<file path="config.mk">
export PLATFORM = sky130hd
export DESIGN_NAME = bk_sector_seq_flat
export DESIGN_NICKNAME = d
export VERILOG_FILES = /design/src/rtl/bk_pkg.sv /design/src/rtl/bk_sector_seq_if.sv /design/src/rtl/bk_autosave_timer.sv /design/src/rtl/bk_sector_seq.sv /design/src/flat_wrapper.sv
export SDC_FILE = /design/constraint.sdc
export NUM_CORES = 1
export LEC_CHECK = 0
export BUFFER_PORTS_ARGS = -buffer_cell sky130_fd_sc_hd__clkbuf_2
export CORE_UTILIZATION = 50
export CTS_BUF_LIST = sky130_fd_sc_hd__clkbuf_4
export CTS_CLUSTER_DIAMETER = 120
export DETAILED_ROUTE_END_ITERATION = 6
export GPL_TIMING_DRIVEN = 0
export PLACE_DENSITY = 0.87
export RECOVER_POWER = 100
export SYNTH_ARGS = -nofsm -noshare
export SYNTH_HDL_FRONTEND = slang
export SYNTH_SLANG_ARGS = --single-unit
</file>
<file path="constraint.sdc">
create_clock -name clk_sys -period 5.25 [get_ports clk_sys]
set_input_delay 0.525 -clock clk_sys [delete_from_list [all_inputs] [get_ports clk_sys]]
set_output_delay 0.525 -clock clk_sys [all_outputs]
set_load 0.01 [all_outputs]
</file>
<file path="src/rtl/bk_pkg.sv">
// rtl/bk_pkg.sv - shared types and helpers for the backup RAM sector sequencer
package bk_pkg;

   localparam int SECTOR_BYTES = 512;

   typedef enum logic [1:0] {
      ST_IDLE = 2'd0,
      ST_REQ  = 2'd1,
      ST_ACK  = 2'd2,
      ST_DONE = 2'd3
   } bk_state_e;

   function automatic logic [7:0] lba_last(input int sectors);
      return 8'(sectors - 1);
   endfunction

endpackage

</file>
<file path="src/rtl/bk_sector_seq_if.sv">
// rtl/bk_sector_seq_if.sv - user_io SD sector handshake bundle
interface bk_sector_seq_if;

   logic [31:0] sd_lba;
   logic        sd_rd;
   logic        sd_wr;
   logic        sd_ack;

   modport master (output sd_lba, output sd_rd, output sd_wr, input sd_ack);
   modport slave  (input sd_lba, input sd_rd, input sd_wr, output sd_ack);

endinterface

</file>
<file path="src/rtl/bk_autosave_timer.sv">
// rtl/bk_autosave_timer.sv - dirty flag plus idle counter; fires a save request after CYC quiet cycles
module bk_autosave_timer #(
   parameter int unsigned CYC = 32'd16777215
) (
   input  logic clk,
   input  logic rst_n,
   input  logic we,
   input  logic enable,
   input  logic clear,
   output logic fire
);

   localparam int CW = (CYC < 2) ? 1 : $clog2(CYC + 1);

   logic          dirty_q, dirty_d;
   logic [CW-1:0] cnt_q, cnt_d;
   logic          fire_q, fire_d;

   always_comb begin
      dirty_d = dirty_q;
      cnt_d   = cnt_q;
      fire_d  = 1'b0;
      if (clear) begin
         dirty_d = 1'b0;
         cnt_d   = '0;
      end else if (we && enable) begin
         dirty_d = 1'b1;
         cnt_d   = '0;
      end else if (dirty_q) begin
         if (cnt_q == CW'(CYC - 1)) begin
            fire_d  = 1'b1;
            dirty_d = 1'b0;
            cnt_d   = '0;
         end else begin
            cnt_d = cnt_q + 1'b1;
         end
      end
   end

   always_ff @(posedge clk or negedge rst_n) begin
      if (!rst_n) begin
         dirty_q <= 1'b0;
         cnt_q   <= '0;
         fire_q  <= 1'b0;
      end else begin
         dirty_q <= dirty_d;
         cnt_q   <= cnt_d;
         fire_q  <= fire_d;
      end
   end

   assign fire = fire_q;

endmodule

</file>
<file path="src/rtl/bk_sector_seq.sv">
// rtl/bk_sector_seq.sv - nvram <-> SAV image sector sequencer over the user_io SD handshake
// Optional autosave on nvram write inactivity is built when BK_AUTOSAVE_EN is defined.
module bk_sector_seq
   import bk_pkg::*;
#(
   parameter int          SECTORS      = 16,
   parameter int unsigned AUTOSAVE_CYC = 32'd16777215
) (
   input  logic            clk_sys,
   input  logic            RESET_n,
   input  logic            img_mounted,
   input  logic [31:0]     img_size,
   input  logic            save_req,
   input  logic            download,
   input  logic            nvram_we,
   bk_sector_seq_if.master sd,
   output logic            bk_ena,
   output logic            bk_busy,
   output logic            bk_reset
);

   localparam logic [7:0] LBA_LAST = lba_last(SECTORS);

   logic      mnt_prev_q, mnt_prev_d;
   logic      save_prev_q, save_prev_d;
   logic      dl_prev_q, dl_prev_d;
   logic      ack_prev_q, ack_prev_d;
   logic      ena_q, ena_d;
   logic      load_pend_q, load_pend_d;
   logic      save_pend_q, save_pend_d;
   bk_state_e state_q, state_d;
   logic      dir_q, dir_d;
   logic [7:0] lba_q, lba_d;
   logic      rd_q, rd_d;
   logic      wr_q, wr_d;
   logic      busy_q, busy_d;
   logic      reset_q, reset_d;

   logic mnt_rise, save_rise, dl_rise, ack_rise, ack_fall;
   logic loading, as_fire;

   assign mnt_rise  = img_mounted & ~mnt_prev_q;
   assign save_rise = save_req & ~save_prev_q;
   assign dl_rise   = download & ~dl_prev_q;
   assign ack_rise  = sd.sd_ack & ~ack_prev_q;
   assign ack_fall  = ~sd.sd_ack & ack_prev_q;
   assign loading   = dir_q && (state_q != ST_IDLE);

`ifdef BK_AUTOSAVE_EN
   bk_autosave_timer #(.CYC(AUTOSAVE_CYC)) u_autosave (
      .clk    (clk_sys),
      .rst_n  (RESET_n),
      .we     (nvram_we),
      .enable (ena_q && !loading),
      .clear  (dl_rise),
      .fire   (as_fire)
   );
`else
   logic unused_autosave;
   assign as_fire         = 1'b0;
   assign unused_autosave = nvram_we ^ loading ^ (AUTOSAVE_CYC == 0);
`endif

   always_comb begin
      mnt_prev_d  = img_mounted;
      save_prev_d = save_req;
      dl_prev_d   = download;
      ack_prev_d  = sd.sd_ack;
      ena_d       = ena_q;
      load_pend_d = load_pend_q;
      save_pend_d = save_pend_q;
      state_d     = state_q;
      dir_d       = dir_q;
      lba_d       = lba_q;
      rd_d        = rd_q;
      wr_d        = wr_q;
      reset_d     = 1'b0;

      // Pending work is consumed when a transfer starts, so requests arriving
      // mid-transfer survive DONE and are served on the next pass.
      case (state_q)
         ST_IDLE: begin
            if (ena_q && (load_pend_q || save_pend_q)) begin
               lba_d       = 8'd0;
               dir_d       = load_pend_q;
               rd_d        = load_pend_q;
               wr_d        = ~load_pend_q;
               save_pend_d = 1'b0;
               load_pend_d = 1'b0;
               state_d     = ST_REQ;
            end
         end
         ST_REQ: begin
            if (ack_rise) begin
               rd_d    = 1'b0;
               wr_d    = 1'b0;
               state_d = ST_ACK;
            end
         end
         ST_ACK: begin
            if (ack_fall) begin
               if (lba_q == LBA_LAST) begin
                  reset_d = dir_q;
                  state_d = ST_DONE;
               end else begin
                  lba_d   = lba_q + 8'd1;
                  rd_d    = dir_q;
                  wr_d    = ~dir_q;
                  state_d = ST_REQ;
               end
            end
         end
         default: state_d = ST_IDLE;
      endcase

      if (mnt_rise && (img_size != 32'd0)) begin
         ena_d       = 1'b1;
         load_pend_d = 1'b1;
      end
      if ((save_rise || as_fire) && ena_q)
         save_pend_d = 1'b1;
      // Download wins over everything arriving in the same cycle.
      if (dl_rise) begin
         ena_d       = 1'b0;
         load_pend_d = 1'b0;
         save_pend_d = 1'b0;
      end

      busy_d = (state_d != ST_IDLE);
   end

   always_ff @(posedge clk_sys or negedge RESET_n) begin
      if (!RESET_n) begin
         mnt_prev_q  <= 1'b0;
         save_prev_q <= 1'b0;
         dl_prev_q   <= 1'b0;
         ack_prev_q  <= 1'b0;
         ena_q       <= 1'b0;
         load_pend_q <= 1'b0;
         save_pend_q <= 1'b0;
         state_q     <= ST_IDLE;
         dir_q       <= 1'b0;
         lba_q       <= 8'd0;
         rd_q        <= 1'b0;
         wr_q        <= 1'b0;
         busy_q      <= 1'b0;
         reset_q     <= 1'b0;
      end else begin
         mnt_prev_q  <= mnt_prev_d;
         save_prev_q <= save_prev_d;
         dl_prev_q   <= dl_prev_d;
         ack_prev_q  <= ack_prev_d;
         ena_q       <= ena_d;
         load_pend_q <= load_pend_d;
         save_pend_q <= save_pend_d;
         state_q     <= state_d;
         dir_q       <= dir_d;
         lba_q       <= lba_d;
         rd_q        <= rd_d;
         wr_q        <= wr_d;
         busy_q      <= busy_d;
         reset_q     <= reset_d;
      end
   end

   assign sd.sd_lba = {24'd0, lba_q};
   assign sd.sd_rd  = rd_q;
   assign sd.sd_wr  = wr_q;
   assign bk_ena    = ena_q;
   assign bk_busy   = busy_q;
   assign bk_reset  = reset_q;

endmodule

</file>
<file path="src/flat_wrapper.sv">
// flat-port wrapper written by rule: the top's interface ports become plain ports
module bk_sector_seq_flat import bk_pkg::*;
#(
   parameter int          SECTORS      = 16,
   parameter int unsigned AUTOSAVE_CYC = 32'd16777215
)
  (clk_sys, RESET_n, img_mounted, img_size, save_req, download, nvram_we, bk_ena, bk_busy, bk_reset, sd_sd_lba, sd_sd_rd, sd_sd_wr, sd_sd_ack);
  bk_sector_seq_if sd_i ();
  input  logic clk_sys;
  input  logic RESET_n;
  input  logic img_mounted;
  input  logic [31:0] img_size;
  input  logic save_req;
  input  logic download;
  input  logic nvram_we;
  output logic bk_ena;
  output logic bk_busy;
  output logic bk_reset;
  output wire logic [$bits(sd_i.sd_lba)-1:0] sd_sd_lba;
  output wire logic [$bits(sd_i.sd_rd)-1:0] sd_sd_rd;
  output wire logic [$bits(sd_i.sd_wr)-1:0] sd_sd_wr;
  input wire logic [$bits(sd_i.sd_ack)-1:0] sd_sd_ack;
  assign sd_sd_lba = sd_i.sd_lba;
  assign sd_sd_rd = sd_i.sd_rd;
  assign sd_sd_wr = sd_i.sd_wr;
  assign sd_i.sd_ack = sd_sd_ack;
  bk_sector_seq #(.SECTORS(SECTORS), .AUTOSAVE_CYC(AUTOSAVE_CYC)) u_core (.clk_sys(clk_sys), .RESET_n(RESET_n), .img_mounted(img_mounted), .img_size(img_size), .save_req(save_req), .download(download), .nvram_we(nvram_we), .sd(sd_i), .bk_ena(bk_ena), .bk_busy(bk_busy), .bk_reset(bk_reset));
endmodule
</file>
After elaboration in Yosys (flattened, before gate mapping)
Cells that the tools add are included.
{ "totals": {"ff_bits": 22, "elab_cells": 82} }
{ "classes": {"add_sub_neg": 1, "n_eq_ne": 7, "muxes": 29, "bitwise": 12, "n_reduce_logical": 19} }
{ "ops": {"columns": ["op", "n"], "rows": [
  ["32-bit nonzero test", 1],
  ["8-bit two-way mux", 3],
  ["1-bit two-way mux", 18],
  ["8-bit case mux with 2 select lines", 1],
  ["3-bit nonzero test", 5],
  ["8-bit by 1-bit adder with 8-bit output (second input constant)", 1],
  ["8-bit by 4-bit equality test with 1-bit output (second input constant)", 1],
  ["2-bit two-way mux", 4],
  ["1-bit NOT", 7],
  ["2-bit by 1-bit != test with 1-bit output (second input constant)", 3],
  ["1-bit case mux with 3 select lines", 2],
  ["2-bit case mux with 3 select lines", 1],
  ["2-bit AND reduction", 3],
  ["2-bit nonzero test", 3],
  ["1-bit bitwise AND", 5],
  ["5-bit AND reduction", 1],
  ["4-bit AND reduction", 1],
  ["1-bit logical AND", 3],
  ["2-bit by 1-bit equality test with 1-bit output (second input constant)", 1],
  ["2-bit equality test (second input constant)", 1],
  ["2-bit zero test", 1],
  ["2-bit != test (second input constant)", 1],
  ["1-bit logical OR", 1]
]} }

Logic depth before layout (Yosys ltp)
Gate-level depths: netlist (run 1).
{ "depth": {"word_depth": 6, "depth_mapped": 7, "depth_no_buf": 6} }

Worst setup path before layout (run 1)
No wires, ideal clock.
{ "synth_timing": {"path_type": "reg-to-reg", "startpoint": "reg u_core.lba_q[0]", "endpoint": "reg u_core.rd_q (netlist: u_core.sd.sd_rd)", "setup_ps": 128, "arrival_time_ps": 1702, "path_slack_ps": 3420, "path_stages_with_launch": 6, "path_buffers": 0, "synth_period_minus_slack_ps": 1830, "path_cell_list": "dfrtp_1 -> ha_1 -> nand3_1 -> or4_4 -> o2111ai_2 -> mux2_1"} }
{ "synth_between": {"elab_chain_cells": 3} }
{ "synth_lines": {"columns": ["element", "line", "source"], "rows": [
  ["start, declared", "bk_sector_seq.sv:33", "logic [7:0] lba_q, lba_d;"],
  ["start signal, assigned", "bk_sector_seq.sv:158", "lba_q <= lba_d;"],
  ["8-bit by 4-bit equality test with 1-bit output", "bk_sector_seq.sv:102", "if (lba_q == LBA_LAST) begin"],
  ["2-bit != test (no line)", null, null],
  ["5-bit AND reduction (no line)", null, null],
  ["end signal, assigned", "bk_sector_seq.sv:159", "rd_q <= rd_d;"],
  ["end, declared", "bk_sector_seq.sv:34", "logic rd_q, rd_d;"]
]} }
No other way between the ends.
A chain may end at the register's enable or synchronous reset.

Final worst setup path (run 1)
{ "layout_timing": {"startpoint": "reg u_core.state_q[0]", "endpoint": "reg u_core.lba_q[0]"} }
{ "layout_between": {"elab_chain_cells": 3} }
{ "layout_lines": {"columns": ["element", "line", "source"], "rows": [
  ["start, declared", "bk_sector_seq.sv:31", "bk_state_e state_q, state_d;"],
  ["start signal, assigned", "bk_sector_seq.sv:156", "state_q <= state_d;"],
  ["2-bit equality test / 2-bit zero test (equally long branches)", "bk_sector_seq.sv:81", "case (state_q)"],
  ["2-bit by 1-bit != test with 1-bit output (no line) (tied with other cells)", null, null],
  ["4-bit AND reduction (no line)", null, null]
]} }
Several ways; a longest one is shown, not always the timed one.

==> summary.txt, run 1 <==
Critical path
  – Crit path max fanout: 10
  – R2R Path End: u_core.lba_q[0]
  – Critical register-to-register path startpoint: u_core.state_q[0]
  – Worst setup SP type: flip-flop
  – Critical Path RT: 5.46 ns
  – CP Capture Type: flip-flop
  – CP cell instances: inv_1 -> ha_1 -> nand2b_1 -> nor4_1 -> clkbuf_1 -> nor2_1 -> a221o_1
  – R2R depth: 7
  – CP peak stage delay: 0.44 ns
  – WP data arrival: 2.27 ns
  – Slowest CP cell: dfrtp_1
  – WS Path Type: flip-flop to flip-flop
  – Reg-to-reg slack, setup: 3.19 ns

Pwr
  – Total power: a little over 0.6 mW
  – Power per cell area: 333 nW/um^2
  – Int Pwr: just under 0.4 mW
  – Switch Pwr: 0.226 mW
  – Gate power share: 0.425
  – Cell leakage power: roughly 0.94 nW
  – Flop pwr share: 0.362
  – Max VDD drop: ~0.00028 V
  – Clock group share of total power: 0.213
  – Sw Share: 0.368

Worst hold path
  – Worst hold-check path type: primary input to flip-flop
  – WHS Endpoint: u_core.dl_prev_q
  – Hold-critical path depth: 1
  – HP Start: download

Yosys
  – Unique masters post-synth: 44
  – Post-synth top cells: buf_4, dfrtp_1, nor4_1
  – Area contributors post-synth: dfrtp_1, buf_4, nor4_1
  – Primary FF master, synth: dfrtp_1
  – Post-Synthesis Cells: roughly 160
  – Syn_area_per_cell: 9.30 um^2
  – Most common cell in the synthesized netlist: buf_4
  – Ys async rst share: 1.00
  – Mapped Area: ~1500 um^2
  – EDFF count, synth: 0
  – Seq/Total Area, Yosys: 0.380
  – Yosys top cell area share: 0.380
  – Ys Warns: 0
  – #FFs+latches synth: 22
  – Largest area contributor in the netlist: dfrtp_1

STA
  – Clk_skew: 0.00386 ns
  – Final setup TNS: 0 ns
  – Slew @ Worst Pin: 1.15 ns
  – Final setup fails: 0
  – Final Hold Fails: 0
  – Fmax: a little under 0.5 GHz
  – Max Transition Viols Final: 0
  – Hold Slack: approximately 0.33 ns
  – Slew Limit Headroom: 0.236
  – Post-route clock period utilization: 0.393
  – RSZ-0062 raised after global routing: no
  – Fin crit period: between 2 and 2.5 ns
  – Setup WS post-layout: 3.19 ns

CTS
  – CTS buffer count: 3
  – Clk sinks: 22
  – CTS tree: yes
  – # hold bufs at CTS: 0
  – Setup Buffers After CTS: 0
  – Clock-pin slew on the worst setup and hold paths: 0.13 ns
  – Clk root buf: clkbuf_4
  – Worst-skew pair later-pin latency: 0.31 ns
  – Max clock buf depth: 2
  – Post-CTS Resized: 0
  – Htree depth: 1

Placed design
  – RD Place Congestion: 0.943
  – # port buffers: 50
  – DP HPWL: 2470 um
  – Setup slack at placement: 3.33 ns

Detailed routing
  – First-pass DRT Iterations: 4
  – DR vias: 1343
  – Routed WL per cell: 11.5 um
  – Drc violations: 0
  – Antenna Nets Post-Route: 0
  – DR iter-0 viols: 30
  – Via density: 5.09
  – WL final: 3040 um

Cells and area
  – Fill count: 262
  – Ant. Diodes: 0
  – Core Util, Final: 0.669
  – Fraction of layout cells with a size suffix above 1: 0.283
  – Final Net Count: 278
  – Layout area overhead: 27.2%

Die
  – Die Y: about 56 um
  – Die footprint: 3120 um^2
  – # rows: 19
  – Die boundary width: 55.9 um
  – CORE AREA: 2760 um^2
  – IO Count: 76
  – Initial Util: 0.526

Outcome
  – Status: completed

Global routing
  – Overall routing resource usage: 0.195
  – Global-route wire length before repair: just under 5000 um
  – Grt total ovfl: 0
  – Antenna violations before repair: 0
  – Largest net degree at the start of global routing: 23
  – Vias in the first global route: roughly 1200

Job
  – Maxcap violations: 0
critical path: cells and delay by family, from the launching register on:
family,cells,cell delay (ns)
simple gates,3,0.49
compound gates,1,0.33
buf+inv,2,0.47
fa+ha+maj,1,0.23
flops,1,0.44
worst max path at each step:
stage	start	endpoint	cells past startpoint
finish	u_core.state_q[0]	u_core.lba_q[0]	7
global route	u_core.lba_q[0]	u_core.lba_q[0]	6
CTS	u_core.state_q[0]	u_core.sd.sd_wr	6
detailed placement	u_core.state_q[0]	u_core.sd.sd_wr	6
global placement	u_core.state_q[0]	u_core.sd.sd_wr	6
floorplan	u_core.lba_q[0]	u_core.sd.sd_rd	5
sequential cells by signal, indices dropped and copies added, names as in the netlist:
signal / flops
u_core.bk_ena: 1
u_core.lba_q: 8
u_core.mnt_prev_q: 1
u_core.bk_busy: 1
u_core.dl_prev_q: 1
u_core.save_prev_q: 1
u_core.save_pend_q: 1
u_core.bk_reset: 1
u_core.state_q: 2
u_core.load_pend_q: 1
u_core.dir_q: 1
u_core.sd.sd_rd: 1
u_core.sd.sd_wr: 1
u_core.ack_prev_q: 1
placed cells by master (no fill, tap or decap), drive strengths merged, types with 3 or more instances in the layout:
cell	netlist	final
nor4	12	12
and3	4	4
a21oi	7	7
o31ai	3	3
inv	8	8
nor2	4	4
nor2b	3	3
nand2b	4	4
ha	5	5
buf	26	25
conb	1	24
nand2	8	8
o21ai	8	8
or4	4	4
clkbuf	1	55
dfrtp	22	22
nand3	6	6
layer usage:
metal / up-vias / track usage / wire length (um)
li1: 679 / - / -
met4: 0 / 0.0627 / 13
met2: 52 / 0.368 / 1540
met1: 610 / 0.224 / 1300
met3: 2 / 0.0302 / 185
met5: - / 0 / 0
power by group through the flow:
stage / combinational (mW) / sequential, mW / clock [mW]
CTS: 0.269 / 0.223 / 0.133
global placement: 0.264 / 0.225 / 0
global route: 0.294 / 0.227 / 0.140
floorplan: 0.194 / 0.228 / 0
finish: 0.261 / 0.223 / 0.131
detailed placement: 0.268 / 0.226 / 0
cells by family (layout without fill, tap and decap cells):
family / count (synthesis) / in the layout / synth area share
simple gates: 57 / 57 / 0.230
buf+inv: 35 / 89 / 0.159
compound gates: 32 / 32 / 0.156
flops: 22 / 22 / 0.380
fa+ha+maj: 5 / 5 / 0.0431
mux: 4 / 4 / 0.0293
other cells: 1 / 24 / 0.00259
cell type report:
type | instances | area (um^2) | area share
flip-flops and latches | 22 | 551 | 0.299
repair buffers | 50 | 228 | 0.123
clock inverters | 1 | 30.0 | 0.0163
well taps | 31 | 38.8 | 0.0210
clock buffers | 3 | 22.5 | 0.0122
multi-input cells | 122 | 746 | 0.404
inverters | 8 | 30.0 | 0.0163
plain buffers | 27 | 199 | 0.108
metrics by stage:
step	cell area, um^2	instances
6_report	1840	264
5_1_grt	1840	264
3_3_place_gp	1830	260
4_1_cts	1880	264
3_5_place_dp	1830	260
2_1_floorplan	1540	179
Note: power is estimated with default switching activity, not from simulation.
==> run 2, diff against run 1 <==
--- a/config.mk
+++ b/config.mk
@@ -6,12 +6,12 @@
 export NUM_CORES = 1
 export LEC_CHECK = 0
 export BUFFER_PORTS_ARGS = -buffer_cell sky130_fd_sc_hd__clkbuf_2
-export CORE_UTILIZATION = 50
+export CORE_UTILIZATION = 42
 export CTS_BUF_LIST = sky130_fd_sc_hd__clkbuf_4
 export CTS_CLUSTER_DIAMETER = 120
 export DETAILED_ROUTE_END_ITERATION = 6
 export GPL_TIMING_DRIVEN = 0
-export PLACE_DENSITY = 0.87
+export PLACE_DENSITY = 0.78
 export RECOVER_POWER = 100
 export SYNTH_ARGS = -nofsm -noshare
 export SYNTH_HDL_FRONTEND = slang
==> constraint.sdc (replaced) <==
create_clock -name clk_sys -period 1.72 [get_ports clk_sys]
set_input_delay 0.172 -clock clk_sys [delete_from_list [all_inputs] [get_ports clk_sys]]
set_output_delay 0.172 -clock clk_sys [all_outputs]
set_load 0.01 [all_outputs]
==> run 2 against run 1 <==
Against the previous run: the flow now finishes with violations (negative setup slack); clock-buffer cell count unchanged; power grew to 3.5 times the previous value; design area grew 16%; flip-flop and latch count unchanged; critical path type unchanged; combinational power grew to 4.2 times the previous value.
==> summary.txt, run 2 (same netlist as run 1, synthesis figures left out) <==
Outcome
  – Status: finished, violations left
  – Failing checks: negative setup slack

CTS
  – Clk root buf: clkbuf_4
  – CTS buffer count: 3 (unchanged)
  – Clk sinks: 22 (unchanged)
  – Max clock buf depth: 2 (unchanged)
  – CTS tree: yes
  – Htree depth: 1 (unchanged)
  – Worst-skew pair later-pin latency: 0.31 ns (about the same)
  – Clock-pin slew on the worst setup and hold paths: 0.13 ns (about the same)

Die
  – Die footprint: 3690 um^2 (+18%)
  – Die Y: 60.8 um (+8.8%)
  – Die boundary width: 60.8 um (+8.8%)
  – Initial Util: 0.460 (-0.0659)
  – IO Count: 76 (unchanged)
  – # rows: 20 (+1)
  – CORE AREA: 3150 um^2 (+14%)

Cells and area
  – Fraction of layout cells with a size suffix above 1: 0.430 (+0.146)
  – Most common cell after layout, fill and taps aside: clkbuf_2
  – Fill count: 276 (+5.3%)
  – Multi-input logic area: 871 um^2 (+17%)
  – Layout area overhead: 47.3%
  – Most frequent cells in the layout: clkbuf_2, buf_4, conb_1
  – Final Net Count: 294 (+5.8%)
  – Number of flip-flops in the largest register: 8 (unchanged)
  – Seq. cell area: 551 um^2 (unchanged)
  – Ant. Diodes: 0 (unchanged)
  – Top flop regs: u_core.lba_q x8, u_core.state_q x2
  – Post-route insts no fill: 293 (+11%)
  – Largest register by flop count: u_core.lba_q

Detailed routing
  – First-pass DRT Iterations: 5 (+1)
  – WL final: 3540 um (+16%)
  – Via density: 4.93 (-3.1%)
  – Drc violations: 0 (unchanged)
  – Routed WL per cell: 12.1 um (+4.9%)
  – DR iter-0 viols: 65 (+120%)
  – DR vias: 1444 (+7.5%)
  – Antenna Nets Post-Route: 0 (unchanged)

Pwr
  – Power per cell area: 1020 nW/um^2 (+200%)
  – Max VDD drop: 0.000548 V (+99%)
  – Cell leakage power: 1.07 nW (+14%)
  – Total power: 2.17 mW (+250%)

Placed design
  – RD Place Congestion: 0.803 (-15%)
  – DP HPWL: 2480 um (+0.31%)
  – # port buffers: 50 (unchanged)
  – Cell total after placement: 273 (+5.0%)
  – Setup slack at placement: -0.177 ns (-3.50 ns)

STA
  – Max Transition Viols Final: 0 (unchanged)
  – Fin crit period: 1.77 ns (-0.289 ns)
  – Fmax: 0.563 GHz (+16%)
  – Slew Limit Headroom: 0.199 (-0.0369)
  – Setup WS post-layout: -0.0550 ns (-3.24 ns)
  – Clk_skew: 0.00537 ns (+0.00151 ns)
  – Final Hold Fails: 0 (unchanged)
  – Final setup TNS: -0.152 ns (-0.152 ns)
  – Slew @ Worst Pin: 1.20 ns (+0.0553 ns)
  – RSZ-0062 raised after global routing: yes
  – Final setup fails: 4 (+4)
  – Post-route clock period utilization: 1.03 (+0.639)
  – Hold Slack: 0.0429 ns (-0.284 ns)

Critical path
  – CP peak stage delay: 0.54 ns (+0.10 ns)
  – WS Path Type: flip-flop to flip-flop
  – CP cell instances: ha_4 -> nand3_4 -> or4_4 -> o2111ai_4 -> mux2_4
  – CP Capture Type: flip-flop
  – Critical register-to-register path startpoint: u_core.lba_q[0]
  – Worst setup SP type: flip-flop
  – Slowest CP cell: or4_4
  – Critical Path RT: 1.93 ns (-3.53 ns)
  – Critical path launch point: u_core.lba_q[0]
  – Crit path max fanout: 3 (-7)
  – Reg-to-reg slack, setup: -0.05 ns (-3.24 ns)
  – R2R depth: 5 (-2)
  – R2R Path End: u_core.sd.sd_wr
  – WP data arrival: 1.98 ns (-0.29 ns)

Worst hold path
  – Worst hold-check path type: primary input to flip-flop
  – WHS Endpoint: u_core.ack_prev_q
  – Hold-critical path depth: 1 (unchanged)
  – HP Start: sd_sd_ack

Global routing
  – Vias in the first global route: 1163 (-4.3%)
  – Overall routing resource usage: 0.198 (+0.00344)
  – Largest net degree at the start of global routing: 23 (unchanged)
  – Global-route wire length before repair: 5280 um (+6.7%)
  – Grt total ovfl: 0 (unchanged)
  – Antenna violations before repair: 0 (unchanged)

Job
  – Maxcap violations: 0 (unchanged)
==> run 2: worst max-delay path by stage <==
stage / to / slack, ns / depth (start not counted)
after floorplan: u_core.sd.sd_rd / -0.03 / 6
after global placement: u_core.sd.sd_rd / -0.15 / 6
after detailed placement: u_core.sd.sd_rd / -0.18 / 6
after CTS: u_core.sd.sd_rd / -0.08 / 6
after global routing: u_core.lba_q[5] / -0.1 / 6
final: u_core.sd.sd_wr / -0.05 / 5
==> run 2: where the power goes <==
part	internal [mW]	switching, mW	total, mW
sequential	0.606	0.0720	0.678
clock	0.236	0.164	0.400
combinational	0.528	0.565	1.09
==> run 2: worst max-delay path, delay by kind of cell (launching register included) <==
family	cells	cell delay (ns)
AOI/OAI and AO/OA	1	0.11
adders and majority gates	1	0.17
DFF	1	0.43
muxes	1	0.32
and+or+nand+nor	2	0.64
==> run 2: cell type report <==
class                      instances  share of cell area
clock inverter                     1              0.0141
inverter                           8              0.0141
timing repair buffer              66               0.175
clock buffer                       3              0.0105
multi-input combinational        122               0.408
tap                               44              0.0258
sequential                        22               0.258
buffer                            27              0.0955
==> run 2: timing repair <==
action / CTS / global route
endpoints found under the hold margin: 25 / 0
gates resized for setup: 14 / 13
buffers inserted: 7 / 4
setup endpoints to repair: 12 / 11
pin swaps: 2 / 4
gates cloned: 1 / 0
hold buffers: 4 / 0
==> run 2: metrics by stage <==
stage | cell area [um^2] | util
2_1_floorplan | 1540 | -
3_3_place_gp | 1850 | 0.586
3_5_place_dp | 1850 | 0.586
4_1_cts | 2070 | 0.656
5_1_grt | 2140 | 0.677
6_report | 2140 | 0.677
==> run 2: layer usage <==
layer  vias to the layer above  wire, um  track usage
met4                         0        14       0.0519
met3                         2       301       0.0554
met5                         -         0            0
li1                        713         -            -
met1                       652      1380        0.230
met2                        77      1840        0.359
==> run 3, diff against run 2 <==
--- a/config.mk
+++ b/config.mk
@@ -6,12 +6,11 @@
 export NUM_CORES = 1
 export LEC_CHECK = 0
 export BUFFER_PORTS_ARGS = -buffer_cell sky130_fd_sc_hd__clkbuf_2
-export CORE_UTILIZATION = 42
-export CTS_BUF_LIST = sky130_fd_sc_hd__clkbuf_4
+export CORE_UTILIZATION = 41
 export CTS_CLUSTER_DIAMETER = 120
 export DETAILED_ROUTE_END_ITERATION = 6
 export GPL_TIMING_DRIVEN = 0
-export PLACE_DENSITY = 0.78
+export PLACE_DENSITY = 0.77
 export RECOVER_POWER = 100
 export SYNTH_ARGS = -nofsm -noshare
 export SYNTH_HDL_FRONTEND = slang
==> run 3 against run 2 <==
Against the previous run: the flow still finishes with violations (negative setup slack); sequential power rose by 0.7%; via count fell by 0.28%; final cell count rose by 1.0%; worst hold slack improved by 0.011 ns; power fell by 0.51%; core utilization fell by 2.7 points; design area rose by 2.3%; critical path depth did not move; largest cell class unchanged; largest power group unchanged.
==> summary.txt, run 3 (same netlist as run 1, synthesis figures left out) <==
Critical path
  – R2R Path End: u_core.sd.sd_wr
  – Slowest CP cell: or4_4
  – Crit path max fanout: 3 (unchanged)
  – Worst setup SP type: flip-flop
  – WS Path Type: flip-flop to flip-flop
  – Reg-to-reg slack, setup: -0.08 ns (-0.02 ns)
  – CP Capture Type: flip-flop
  – CP peak stage delay: 0.56 ns (+0.02 ns)
  – R2R depth: 5 (unchanged)
  – CP cell instances: ha_4 -> nand3_4 -> or4_4 -> o2111ai_4 -> mux2_4
  – Critical register-to-register path startpoint: u_core.lba_q[1]
  – Critical Path RT: 1.92 ns (about the same)
  – Critical path launch point: u_core.lba_q[1]
  – WP data arrival: 2.00 ns (+0.02 ns)
  – Worst setup path endpoint: u_core.sd.sd_wr

Detailed routing
  – WL final: 3540 um (about the same)
  – DR iter-0 viols: 48 (-26%)
  – Routed WL per cell: 11.9 um (-1.1%)
  – Antenna Nets Post-Route: 0 (unchanged)
  – First-pass DRT Iterations: 4 (-1)
  – Via density: 4.86 (-1.3%)
  – DR vias: 1440 (-0.28%)
  – Drc violations: 0 (unchanged)

STA
  – Final setup fails: 7 (+3)
  – Slew @ Worst Pin: 1.16 ns (-0.0421 ns)
  – Final Hold Fails: 0 (unchanged)
  – Slew Limit Headroom: 0.227 (+0.0281)
  – Fin crit period: 1.80 ns (+0.0219 ns)
  – Final setup TNS: -0.310 ns (-0.158 ns)
  – Fmax: 0.557 GHz (-1.2%)
  – Clk_skew: 0.00520 ns (-0.000163 ns)
  – Setup WS post-layout: -0.0769 ns (-0.0219 ns)
  – Post-route clock period utilization: 1.04 (+0.0127)
  – RSZ-0062 raised after global routing: yes
  – Max Transition Viols Final: 0 (unchanged)

Cells and area
  – Fill count: 288 (+4.3%)
  – Number of flip-flops in the largest register: 8 (unchanged)
  – Ant. Diodes: 0 (unchanged)
  – Core Util, Final: 0.650 (-0.0275)
  – Final Net Count: 295 (+0.34%)
  – Most frequent cells in the layout: clkbuf_2, buf_4, conb_1
  – Top flop regs: u_core.lba_q x8, u_core.state_q x2
  – Largest register by flop count: u_core.lba_q
  – Fraction of layout cells with a size suffix above 1: 0.448 (+0.0183)
  – Most common cell after layout, fill and taps aside: clkbuf_2
  – Post-route insts no fill: 296 (+1.0%)
  – Layout area overhead: 50.7%

CTS
  – Worst-skew pair later-pin latency: 0.30 ns (about the same)
  – CTS tree: yes
  – Clk sinks: 22 (unchanged)
  – Htree depth: 1 (unchanged)
  – Clock-pin slew on the worst setup and hold paths: 0.12 ns (about the same)
  – CTS buffer count: 3 (unchanged)
  – Max clock buf depth: 2 (unchanged)
  – Clk root buf: clkbuf_4

Die
  – Die footprint: 3780 um^2 (+2.4%)
  – CORE AREA: 3360 um^2 (+6.7%)
  – IO Count: 76 (unchanged)
  – Initial Util: 0.431 (-0.0287)
  – Die Y: 61.5 um (+1.2%)
  – Die boundary width: 61.5 um (+1.2%)
  – # rows: 21 (+5.0%)

Pwr
  – Sw Share: 0.389 (+0.0194)
  – Power per cell area: 988 nW/um^2 (-2.8%)
  – Switch Pwr: 0.839 mW (+4.7%)
  – Cell leakage power: 1.07 nW (-0.53%)
  – Gate power share: 0.554 (+0.050)
  – Total power: 2.16 mW (-0.51%)
  – Max VDD drop: 0.000563 V (+2.6%)
  – Clock group share of total power: 0.129 (-0.055)
  – Flop pwr share: 0.316 (+0.004)
  – Int Pwr: 1.32 mW (-3.6%)

Placed design
  – RD Place Congestion: 0.929 (+16%)
  – DP HPWL: 2450 um (-1.4%)
  – # port buffers: 50 (unchanged)
  – Cell total after placement: 275 (+0.73%)

Global routing
  – Antenna violations before repair: 0 (unchanged)
  – Largest net degree at the start of global routing: 23 (unchanged)
  – Grt total ovfl: 0 (unchanged)
  – Vias in the first global route: 1294 (+11%)
  – Global-route wire length before repair: 5540 um (+5.0%)
  – Overall routing resource usage: 0.200 (+0.00143)

Worst hold path
  – Worst hold-check path type: primary input to flip-flop

Outcome
  – Status: finished, violations left
  – Failing checks: negative setup slack

Job
  – Maxcap violations: 0 (unchanged)
==> run 3: cell count changes in the layout (fill, tap and decap cells not counted), moves of 2 or more <==
cell / previous run / this run
a21oi_1: 5 / 3
clkbuf_2: 42 / 39
clkbuf_1: 9 / 12
or4_4: 1 / 3
buf_6: 2 / 4
or4_1: 3 / 1
nor4_2: 2 / 0
a21oi_2: 2 / 4
==> run 3: layout make-up <==
type	count	area, um^2	area share
inverters	8	30.0	0.0137
plain buffers	27	208	0.0950
clock buffers	4	36.3	0.0166
repair buffers	67	380	0.174
well taps	46	57.6	0.0263
flip-flops and latches	22	552	0.252
multi-input cells	122	922	0.422
==> run 3: power groups by stage <==
stage                     sequential [mW]  combinational, mW  clock, mW
after floorplan                     0.696              0.597          0
after global placement              0.690              0.813          0
after detailed placement            0.694              0.829          0
after CTS                           0.679               1.10      0.290
after global routing                0.694               1.32      0.319
final                               0.683               1.20      0.279
==> run 3: through the flow <==
stage	worst slack, ns	instance area (um^2)	hold slack, ns
2_1_floorplan	-0.0337	1540	-0.124
3_5_place_dp	-0.189	1850	0.186
4_1_cts	-0.0758	2050	0.0203
5_1_grt	-0.141	2190	0.0286
3_3_place_gp	-0.155	1850	0.179
6_report	-0.0769	2190	0.0536
==> run 3: layer usage <==
metal  GRT usage  vias up  routed length (um)
met1       0.240      659                1430
li1            -      709                   -
met3      0.0525        2                 258
met2       0.348       70                1820
met4      0.0667        0                  24
met5           0        -                   0
==> run 3: worst max-delay path, delay by kind of cell, from the launching register on <==
| family | cells | cell delay, ns |
|---|---|---|
| simple gates | 2 | 0.66 |
| flops | 1 | 0.42 |
| mux | 1 | 0.32 |
| fa+ha+maj | 1 | 0.18 |
| compound gates | 1 | 0.10 |
==> run 3: worst min path at each step <==
stage	cells past startpoint	from	slack, ns	endpoint
floorplan	0	RESET_n	-0.12	u_core.ack_prev_q
global placement	1	RESET_n	0.18	u_core.lba_q[5]
detailed placement	1	RESET_n	0.19	u_core.lba_q[5]
CTS	1	sd_sd_ack	0.02	u_core.ack_prev_q
global route	1	sd_sd_ack	0.03	u_core.ack_prev_q
finish	1	sd_sd_ack	0.05	u_core.ack_prev_q
==> run 3: what timing repair did <==
item / 4_1_cts / 5_1_grt
hold endpoints to repair: 25 / 0
setup buffers: 8 / 4
gates resized for setup: 13 / 23
pin swaps: 4 / 5
endpoints found under the setup margin: 12 / 12
hold buffers: 4 / 0
gates cloned: 0 / 1
